[src/rtl/fifo_fwft_reader.sv]
// First-word-fall-through read adapter for the async FIFO read port, with a 2-entry skid buffer.
// Optional flush_i port is enabled by defining FWFT_READER_FLUSH_EN.
module fifo_fwft_reader #(
    parameter int DATA_WIDTH = 8
) (
    input  logic                  clk_i,
    input  logic                  rst_i,
`ifdef FWFT_READER_FLUSH_EN
    input  logic                  flush_i,
`endif
    input  logic                  fifo_empty_i,
    input  logic [DATA_WIDTH-1:0] fifo_data_i,
    output logic                  fifo_read_o,
    output logic                  m_valid_o,
    output logic [DATA_WIDTH-1:0] m_data_o,
    input  logic                  m_ready_i
);

    logic                  flush;
    logic [1:0]            cnt;
    logic [1:0]            cnt_next;
    logic                  inflight;
    logic                  pop;
    logic [DATA_WIDTH-1:0] buf0;
    logic [DATA_WIDTH-1:0] buf1;

`ifdef FWFT_READER_FLUSH_EN
    assign flush = flush_i;
`else
    assign flush = 1'b0;
`endif

    // Occupancy after this cycle counts the in-flight word as already owned,
    // so a read is only issued when a buffer slot is guaranteed for it.
    always_comb begin
        // NOTE: every always_comb output is assigned on every path so no latch can be inferred.
        m_valid_o   = (cnt != 2'd0) && !flush;
        pop         = m_valid_o && m_ready_i;
        cnt_next    = cnt + {1'b0, inflight} - {1'b0, pop};
        fifo_read_o = !rst_i && !flush && !fifo_empty_i && (cnt_next < 2'd2);
    end

    assign m_data_o = buf0;

    always_ff @(posedge clk_i) begin
        // NOTE: sequential state uses non-blocking assignments so every flop sees pre-edge values.
        if (rst_i || flush) begin
            cnt      <= 2'd0;
            inflight <= 1'b0;
        end else begin
            cnt      <= cnt_next;
            inflight <= fifo_read_o;
        end
    end

    // NOTE: the data buffer has no reset; cnt alone decides which entries are live.
    always_ff @(posedge clk_i) begin
        if (!rst_i && !flush) begin
            if (inflight) begin
                // Arriving word lands in the first free slot after this cycle's pop.
                case (cnt)
                    2'd0: buf0 <= fifo_data_i;
                    2'd1: begin
                        if (pop) buf0 <= fifo_data_i;
                        else     buf1 <= fifo_data_i;
                    end
                    default: begin
                        buf0 <= buf1;
                        buf1 <= fifo_data_i;
                    end
                endcase
            end else if (pop) begin
                buf0 <= buf1;
            end
        end
    end

    cnt_inflight_bound: assert property (
        @(posedge clk_i) disable iff (rst_i)
        ({1'b0, cnt} + {2'b00, inflight}) <= 3'd2
    );

endmodule
[config.mk]
export PLATFORM = sky130hd
export DESIGN_NAME = fifo_fwft_reader
export DESIGN_NICKNAME = d
export VERILOG_FILES = /design/src/rtl/fifo_fwft_reader.sv
export SDC_FILE = /design/constraint.sdc
export NUM_CORES = 1
export LEC_CHECK = 0
export ABC_AREA = 1
export CORE_MARGIN = 8
export CORE_UTILIZATION = 50
export DETAILED_ROUTE_END_ITERATION = 8
export DONT_BUFFER_PORTS = 1
export GPL_ROUTABILITY_DRIVEN = 0
export SLEW_MARGIN = 20
export SYNTH_ARGS = -nofsm -noshare
export SYNTH_HDL_FRONTEND = slang
export SYNTH_SLANG_ARGS = --single-unit
[constraint.sdc]
create_clock -name clk_i -period 7.8 [get_ports clk_i]
set_input_delay 2.34 -clock clk_i [delete_from_list [all_inputs] [get_ports clk_i]]
set_output_delay 2.34 -clock clk_i [all_outputs]
set_load 0.005 [all_outputs]
==> results of run 1 <==
-- final cells by class --
type | instances | area (um^2)
Fill cell | 124 | 652
Clock buffer | 3 | 22.5
Inverter | 8 | 30.0
Multi-Input combinational cell | 33 | 236
Sequential cell | 19 | 541
Tap cell | 16 | 20.0
Clock inverter | 1 | 5.00
-- worst max-delay path by stage --
stage	startpoint	to	slack, ns	depth (start not counted)
6_report	m_ready_i	fifo_read_o	1.99	11
5_1_grt	m_ready_i	fifo_read_o	1.85	11
4_1_cts	m_ready_i	fifo_read_o	1.97	11
3_5_place_dp	m_ready_i	fifo_read_o	1.97	11
3_3_place_gp	m_ready_i	fifo_read_o	2.00	11
2_1_floorplan	m_ready_i	fifo_read_o	2.10	11
-- cell families (layout without fill, tap and decap cells) --
logic type,after synthesis,count (layout),share of synthesized area [%]
buf+inv,8,12,3.74
mux,8,8,11.2
simple gates,20,20,12.3
compound gates,3,3,2.18
fa+ha+maj,2,2,3.12
flops,19,19,67.4
-- metal layers --
layer | GRT usage, % | routed length, um | vias to the layer above
met5 | 0 | 0 | -
met4 | 4.12 | 10 | 0
met3 | 4.11 | 124 | 2
met2 | 11.1 | 496 | 16
met1 | 9.08 | 552 | 187
li1 | - | - | 216
-- registers in the layout, summed over array words and instances (netlist names) --
| signal | cells |
|---|---|
| buf1 | 8 |
| m_data_o | 8 |
| cnt | 2 |
| inflight | 1 |
-- through the flow --
step | power [mW] | hold WS (ns)
2_1_floorplan | 0.199 | 0.523
3_3_place_gp | 0.211 | 0.528
3_5_place_dp | 0.212 | 0.533
4_1_cts | 0.259 | 0.555
5_1_grt | 0.274 | 0.571
6_report | 0.255 | 0.554
-- report_power, final --
part | total [mW] | switching [mW] | leakage, nW | internal [mW]
Combinational | 0.0680 | 0.0403 | 0.131 | 0.0278
Sequential | 0.141 | 0.0108 | 0.171 | 0.130
Clock | 0.0464 | 0.0273 | 0.0177 | 0.0190
-- worst max-delay path: stages --
cell and delay [ns]:
inv_1 0.03, nor2_1 0.13, inv_1 0.06, ha_1 0.28, ha_1 0.17, inv_1 0.06, nand2_1 0.06, nand2_1 0.05
nand3_1 0.09, nand2_1 0.08, nor2_1 0.13
-- layout by cell type (no fill, tap or decap), drive strengths merged, types with 2 or more instances in the layout --
master	n
edfxtp	16
nand2	10
mux2	8
inv	8
nor2	6
clkbuf	3
dfxtp	3
a21oi	2
ha	2
nand3	2
==> summary.txt, run 1 <==
Status
  • Run status: completed

Timing
  • Slew at the pin closest to its max-slew limit: 0.641 ns
  • Final hold vios: 0
  • Relative slew slack: 57.0%
  • Final setup fails: 0
  • Final WS setup: 1.99 ns
  • Fin. max-slew vios: 0
  • Fmax: 172 MHz
  • Period utilization: 74.4%
  • Clk_skew: 0.00415 ns
  • Setup TNS: 0 ns
  • RSZ-0062 raised after global routing: false
  • Final min period: 5.81 ns

Floorplan
  • Row cnt: 14
  • Die X: 56.1 um
  • Die Y: 56.1 um
  • Initial Util: 53.2%
  • Core area: 1510 um^2
  • Die area: 3140 um^2
  • # IOs: 22

Worst hold path
  • Hold Startpoint: buf1[0]
  • Min-Delay Path Class: reg2reg
  • Hold Path Depth: 1
  • Worst hold path endpoint: m_data_o[0]

CTS
  • Htree depth: 1
  • # clock sinks: 19
  • Number of setup buffers added after CTS: 0
  • CTS buffer count: 3
  • CTS max path bufs: 2
  • PostCTS Resize Cnt: 0
  • Worst skew pair latency: 0.28 ns
  • Cts hold-fix bufs: 0
  • Clock slew at reported path FFs: 0.10 ns
  • CTS tree: yes
  • Root buffer cell: clkbuf_4

Critical path
  • CP required: 5.46 ns
  • FF-to-FF setup slack: 6.14 ns
  • Reg2Reg Depth: 11
  • CP Launch Type: input port
  • Crit Path Category: in2out
  • Worst-path fanout max: 3
  • CP arrival: 3.47 ns
  • Setup crit end kind: primary output
  • Worst reg2reg endpoint: inflight
  • Worst R2R Start: cnt[1]

Routing
  • Wirelength, routed: 1.18 mm
  • DR vias: 421
  • Drt first pass iters: 4
  • DRT antenna net count: 0
  • Vias per std cell: 5.26
  • Wire per inst: 14.8 um
  • Drt drc: 0
  • Drt first-iter violations: 4

Logic synthesis
  • Most used DFF post-synth: edfxtp_1
  • Most instantiated library cell after synthesis: edfxtp_1
  • Area contributors post-synth: edfxtp_1 60%, mux2_2 11%, dfxtp_1 7.5%
  • Synth area leader: edfxtp_1
  • Yosys reg bits: 19
  • Synth Area per Inst: 13.4 um^2
  • Cells after Synth: 60
  • Cell Area, Synth: 802 um^2
  • Library cells used by synthesis: 16
  • Ys async rst share: 0%
  • Register area share after synthesis: 67.4%
  • Yosys top cell area share: 59.9%
  • Syn_nets: 74
  • Post-synth EDFFs: 16
  • Synth top cells by count: 16 x edfxtp_1, 8 x mux2_2, 7 x inv_1, 7 x nand2_1, 6 x nor2_1
  • Syn. warnings: 0

GRT
  • First-pass GRT wire length: 1.97 mm
  • Overall Global Routing Usage: 7.77%
  • Grt ovf: 0
  • Largest net degree at the start of global routing: 12
  • Initial antenna violation count: 0
  • Vias in the first global route: 424

Placed design
  • IO buf count: 0
  • Post-DP Area: 822 um^2
  • Post-Place Worst Slack: 1.97 ns
  • Placed Instances: 76
  • HPWL after DPL: 921 um

Cells and area
  • Share of layout cells above drive strength 1: 29.7%
  • Fin util: 56.7%
  • # diodes: 0
  • Area delta synth->final: 6.55%
  • # nets final: 79
  • Layout Cell Area excl Fill: 855 um^2
  • Final Non-Filler Cells: 80

Pwr
  • Max VDD drop: 0.161 mV
  • LEAKAGE: 0.319 nW
  • PD cells: 299 nW/um^2

Job
  • Max Cap Viol: 0
No activity file was read; power rests on OpenSTA's default activity.
==> inputs of run 2 (changes only) <==
- clock period: 7.8 -> 5.5 ns (I/O delays scaled with it)
==> run 2 against run 1 <==
- count of clock-buffer cells in the layout stayed put
- global-route usage is 0.14 points lower
- flip-flop and latch count stayed put
==> summary.txt, run 2 (synthesized netlist as in run 1, its figures left out) <==
GRT
  • Grt ovf: 0 (unchanged)
  • Largest net degree at the start of global routing: 12 (unchanged)
  • First-pass GRT wire length: 1.96 mm (-0.36%)
  • Initial antenna violation count: 0 (unchanged)
  • Vias in the first global route: 422 (-0.47%)
  • Overall Global Routing Usage: 7.63% (-0.14 points)

Cells and area
  • Fin util: 56.7% (unchanged)
  • Share of layout cells above drive strength 1: 29.7% (unchanged)
  • Number of fillers in the final layout: 132 (+6.5%)
  • Commonest non-fill, non-tap cell in the layout: edfxtp_1
  • Area delta synth->final: 6.55% (unchanged)
  • Most frequent cells in the layout: 16 x edfxtp_1, 8 x mux2_2, 7 x inv_1, 7 x nand2_1, 6 x nor2_1
  • # diodes: 0 (unchanged)
  • # nets final: 79 (unchanged)

Timing
  • Fin. max-slew vios: 0 (unchanged)
  • Final setup fails: 0 (unchanged)
  • Setup TNS: 0 ns (unchanged)
  • Final hold vios: 0 (unchanged)
  • Fmax: 225 MHz
  • Final min period: 4.45 ns
  • Period utilization: 80.9%
  • Slew at the pin closest to its max-slew limit: 0.647 ns (+0.00560 ns)
  • RSZ-0062 raised after global routing: false
  • Worst hold slack: 0.556 ns (+0.00192 ns)
  • Clk_skew: 0.00127 ns (-0.00288 ns)
  • Relative slew slack: 56.7% (-0.38 points)

Floorplan
  • Die Y: 56.1 um (unchanged)
  • Die area: 3140 um^2 (unchanged)
  • # IOs: 22 (unchanged)
  • Initial Util: 53.2% (unchanged)
  • Die X: 56.1 um (unchanged)
  • Row cnt: 14 (unchanged)
  • Core area: 1510 um^2 (unchanged)

CTS
  • Htree depth: 1 (unchanged)
  • PostCTS Resize Cnt: 0 (unchanged)
  • # clock sinks: 19 (unchanged)
  • Clock slew at reported path FFs: 0.10 ns (about the same)
  • CTS buffer count: 3 (unchanged)
  • CTS tree: yes
  • Worst skew pair latency: 0.28 ns (about the same)
  • Root buffer cell: clkbuf_4
  • CTS max path bufs: 2 (unchanged)
  • Cts hold-fix bufs: 0 (unchanged)
  • Number of setup buffers added after CTS: 0 (unchanged)

Critical path
  • Worst reg2reg endpoint: inflight
  • CP required: 3.85 ns (-1.61 ns)
  • Setup crit end kind: primary output
  • CP Launch Type: input port
  • Worst R2R Start: cnt[1]
  • Crit Path Category: in2out
  • FF-to-FF setup slack: 3.83 ns (-2.31 ns)
  • Worst-path fanout max: 3 (unchanged)
  • CP arrival: 2.80 ns (-0.67 ns)
  • Reg2Reg Depth: 11 (unchanged)

Pwr
  • PD cells: 423 nW/um^2 (+42%)
  • Combinational share of power: 26.6% (about the same)
  • Clk pwr share: 18.1% (about the same)
  • LEAKAGE: 0.319 nW (unchanged)
  • Internal: 0.251 mW (+42%)
  • Switching Share: 30.6% (-0.058 points)
  • Max VDD drop: 0.227 mV (+41%)
  • PnR Total Power: 0.362 mW (+42%)
  • Sequential cell fraction of total power: 55.2% (about the same)
  • Psw: 0.111 mW (+41%)

Job
  • Max Cap Viol: 0 (unchanged)

Status
  • Run status: completed

Routing
  • Wirelength, routed: 1.17 mm (-0.84%)
  • DRT antenna net count: 0 (unchanged)
  • Drt first-iter violations: 9 (+5)
  • Drt first pass iters: 4 (unchanged)
  • Wire per inst: 14.7 um (-0.84%)
  • Vias per std cell: 5.51 (+4.8%)
  • Drt drc: 0 (unchanged)
  • DR vias: 441 (+4.8%)

Worst hold path
  • Worst hold path endpoint: m_data_o[1]
  • Hold Startpoint: buf1[1]
  • Hold Path Depth: 1 (unchanged)
  • Min-Delay Path Class: reg2reg

Placed design
  • IO buf count: 0 (unchanged)
-- run 2: cell counts in the layout (fill, tap and decap cells not counted) --
Identical to the previous run, type by type.
-- run 2: critical path, stage by stage --
cell     delay, ns
inv_1         0.03
nor2_1        0.13
inv_1         0.06
ha_1          0.27
ha_1          0.19
inv_1         0.06
nand2_1       0.06
nand2_1       0.05
nand3_1       0.09
nand2_1       0.08
nor2_1        0.14
-- run 2: area by class of cell --
type | instances | area (um^2) | area share (%)
sequential | 19 | 541 | 63.3
multi-input combinational | 33 | 236 | 27.7
inverter | 8 | 30.0 | 3.51
clock buffer | 3 | 22.5 | 2.64
tap | 16 | 20.0 | 2.34
clock inverter | 1 | 5.00 | 0.586
-- run 2: per-stage QoR --
stage,area (um^2),cells,setup slack (ns)
2_1_floorplan,802,60,1.18
3_3_place_gp,822,76,1.06
3_5_place_dp,827,76,1.04
4_1_cts,855,80,1.04
5_1_grt,855,80,0.912
6_report,855,80,1.05
-- run 2: layer usage --
metal  vias to the layer above  share of wire, %  routed length, um  global-route usage [%]
met2                        20                46                539                    11.1
met3                         4                10                122                    3.88
met5                         -                 0                  0                       0
met1                       200                42                490                    8.82
met4                         0               1.8                 21                    4.12
li1                        217                 -                  -                       -
-- run 2: how the worst max path moves through the flow --
stage          startpoint          end  slack (ns)  cells past startpoint
2_1_floorplan   m_ready_i  fifo_read_o        1.18                     11
3_3_place_gp    m_ready_i  fifo_read_o        1.06                     11
3_5_place_dp    m_ready_i  fifo_read_o        1.04                     11
4_1_cts         m_ready_i  fifo_read_o        1.04                     11
5_1_grt         m_ready_i  fifo_read_o        0.91                     11
6_report        m_ready_i  fifo_read_o        1.05                     11
-- run 2: power groups by stage --
| stage | Combinational, mW | Sequential [mW] | Clock (mW) |
|---|---|---|---|
| CTS | 0.0986 | 0.200 | 0.0692 |
| finish | 0.0963 | 0.200 | 0.0655 |
| global placement | 0.0950 | 0.203 | 0 |
| floorplan | 0.0821 | 0.200 | 0 |
| detailed placement | 0.0987 | 0.204 | 0 |
| global route | 0.111 | 0.203 | 0.0746 |
==> inputs of run 3 (changes only) <==
- clock period: 5.5 -> 4.4 ns (I/O delays scaled with it)
==> run 3 against run 2 <==
- sequential share of layout area is the same
- final cell count is the same
- clock skew is essentially flat
- critical path depth is the same
- routed wire length shrank 1.3%
- combinational power grew 25%
- final area is the same
- utilization is the same
- critical path type unchanged
- largest cell class unchanged
- highest routed layer unchanged
==> summary.txt, run 3 (synthesized netlist as in run 1, its figures left out) <==
Status
  • Run status: completed

GRT
  • Vias in the first global route: 410 (-2.8%)
  • Overall Global Routing Usage: 7.85% (+0.23 points)
  • First-pass GRT wire length: 1.96 mm (unchanged)
  • Initial antenna violation count: 0 (unchanged)
  • Grt ovf: 0 (unchanged)
  • Largest net degree at the start of global routing: 12 (unchanged)

CTS
  • CTS buffer count: 3 (unchanged)
  • # clock sinks: 19 (unchanged)
  • CTS max path bufs: 2 (unchanged)
  • Number of setup buffers added after CTS: 0 (unchanged)
  • Cts hold-fix bufs: 0 (unchanged)
  • PostCTS Resize Cnt: 0 (unchanged)
  • CTS tree: yes
  • Root buffer cell: clkbuf_4
  • Htree depth: 1 (unchanged)
  • Worst skew pair latency: 0.28 ns (about the same)
  • Clock slew at reported path FFs: 0.10 ns (about the same)

Worst hold path
  • Hold Path Depth: 1 (unchanged)
  • Min-Delay Path Class: reg2reg

Timing
  • Period utilization: 86.0%
  • Final WS setup: 0.618 ns (-0.432 ns)
  • Setup TNS: 0 ns (unchanged)
  • Final hold vios: 0 (unchanged)
  • Final min period: 3.78 ns
  • Worst hold slack: 0.554 ns (-0.00155 ns)
  • Fin. max-slew vios: 0 (unchanged)
  • Clk_skew: 0.000964 ns (-0.000307 ns)
  • Relative slew slack: 56.0% (-0.62 points)
  • Fmax: 264 MHz
  • Final setup fails: 0 (unchanged)
  • RSZ-0062 raised after global routing: false
  • Slew at the pin closest to its max-slew limit: 0.656 ns (+0.00926 ns)

Routing
  • DRT antenna net count: 0 (unchanged)
  • Drt first pass iters: 4 (unchanged)
  • Wirelength, routed: 1.16 mm (-1.3%)
  • Drt first-iter violations: 8 (-1)
  • Vias per std cell: 5.41 (-1.8%)
  • DR vias: 433 (-1.8%)
  • Drt drc: 0 (unchanged)
  • Wire per inst: 14.5 um (-1.3%)

Cells and area
  • Number of fillers in the final layout: 123 (-6.8%)
  • Share of layout cells above drive strength 1: 29.7% (unchanged)
  • Area delta synth->final: 6.55% (unchanged)
  • Commonest non-fill, non-tap cell in the layout: edfxtp_1
  • Area occupied by multi-input gates: 236 um^2 (unchanged)
  • # diodes: 0 (unchanged)
  • # nets final: 79 (unchanged)
  • Final Non-Filler Cells: 80 (unchanged)
  • Most frequent cells in the layout: 16 x edfxtp_1, 8 x mux2_2, 7 x inv_1, 7 x nand2_1, 6 x nor2_1
  • Seq. cell area: 541 um^2 (unchanged)

Floorplan
  • Die area: 3140 um^2 (unchanged)
  • Die Y: 56.1 um (unchanged)
  • Row cnt: 14 (unchanged)
  • Core area: 1510 um^2 (unchanged)
  • Initial Util: 53.2% (unchanged)
  • Die X: 56.1 um (unchanged)
  • # IOs: 22 (unchanged)

Critical path
  • Worst-path fanout max: 3 (unchanged)
  • Crit Path Category: in2out
  • CP required: 3.08 ns (-0.77 ns)
  • Slowest cell delay on critical path: 0.27 ns (about the same)
  • CP arrival: 2.46 ns (-0.34 ns)
  • Slowest CP cell: ha_1
  • Crit-path cells: inv_1 > nor2_1 > inv_1 > ha_1 > ha_1 > inv_1 > nand2_1 > nand2_1 > nand3_1 > nand2_1 > nor2_1
  • Setup crit end kind: primary output
  • CP Launch Type: input port
  • Reg2Reg Depth: 11 (unchanged)

Pwr
  • PnR Total Power: 0.452 mW (+25%)
  • LEAKAGE: 0.319 nW (unchanged)
  • Max VDD drop: 0.282 mV (+24%)
  • PD cells: 529 nW/um^2 (+25%)

Placed design
  • Post-Place Worst Slack: 0.603 ns (-0.437 ns)
  • Placed Instances: 76 (unchanged)
  • IO buf count: 0 (unchanged)

Job
  • Max Cap Viol: 0 (unchanged)
## run 3: cell type report
class                   count  area share (%)
inverters                   8            3.51
clock inverters             1           0.586
multi-input cells          33            27.7
well taps                  16            2.34
flip-flops and latches     19            63.3
clock buffers               3            2.64
## run 3: power by group
part           leakage [nW]  internal (mW)  switching, mW  total, mW
Combinational         0.131         0.0491         0.0713      0.120
Sequential            0.171          0.231         0.0185      0.249
Clock                0.0177         0.0337         0.0486     0.0823
Total                 0.319          0.314          0.138      0.452
## run 3: worst paths after layout
kind	slack [ns]	startpoint	to
max reg2reg	2.74	cnt[1]	inflight
min reg2reg	0.55	buf1[4]	m_data_o[4]
max	0.62	m_ready_i	fifo_read_o
min	0.55	buf1[4]	m_data_o[4]
## run 3: worst max-delay path, delay by kind of cell
family,cells,cell delay (ns)
fa+ha+maj,2,0.46
buf+inv,3,0.16
simple gates,6,0.52
## run 3: metal layers
metal | part of all wire [%] | up-vias | global-route usage (%)
met5 | 0 | - | 0
met4 | 0.69 | 0 | 4.12
met3 | 10 | 2 | 3.88
met2 | 43 | 16 | 10.6
met1 | 46 | 197 | 9.86
li1 | - | 218 | -
## run 3: metrics by stage
stage / util (%) / instance area, um^2
after floorplan: - / 802
after global placement: 54.6 / 822
after detailed placement: 54.6 / 822
after CTS: 56.4 / 850
after global routing: 56.7 / 855
final: 56.7 / 855
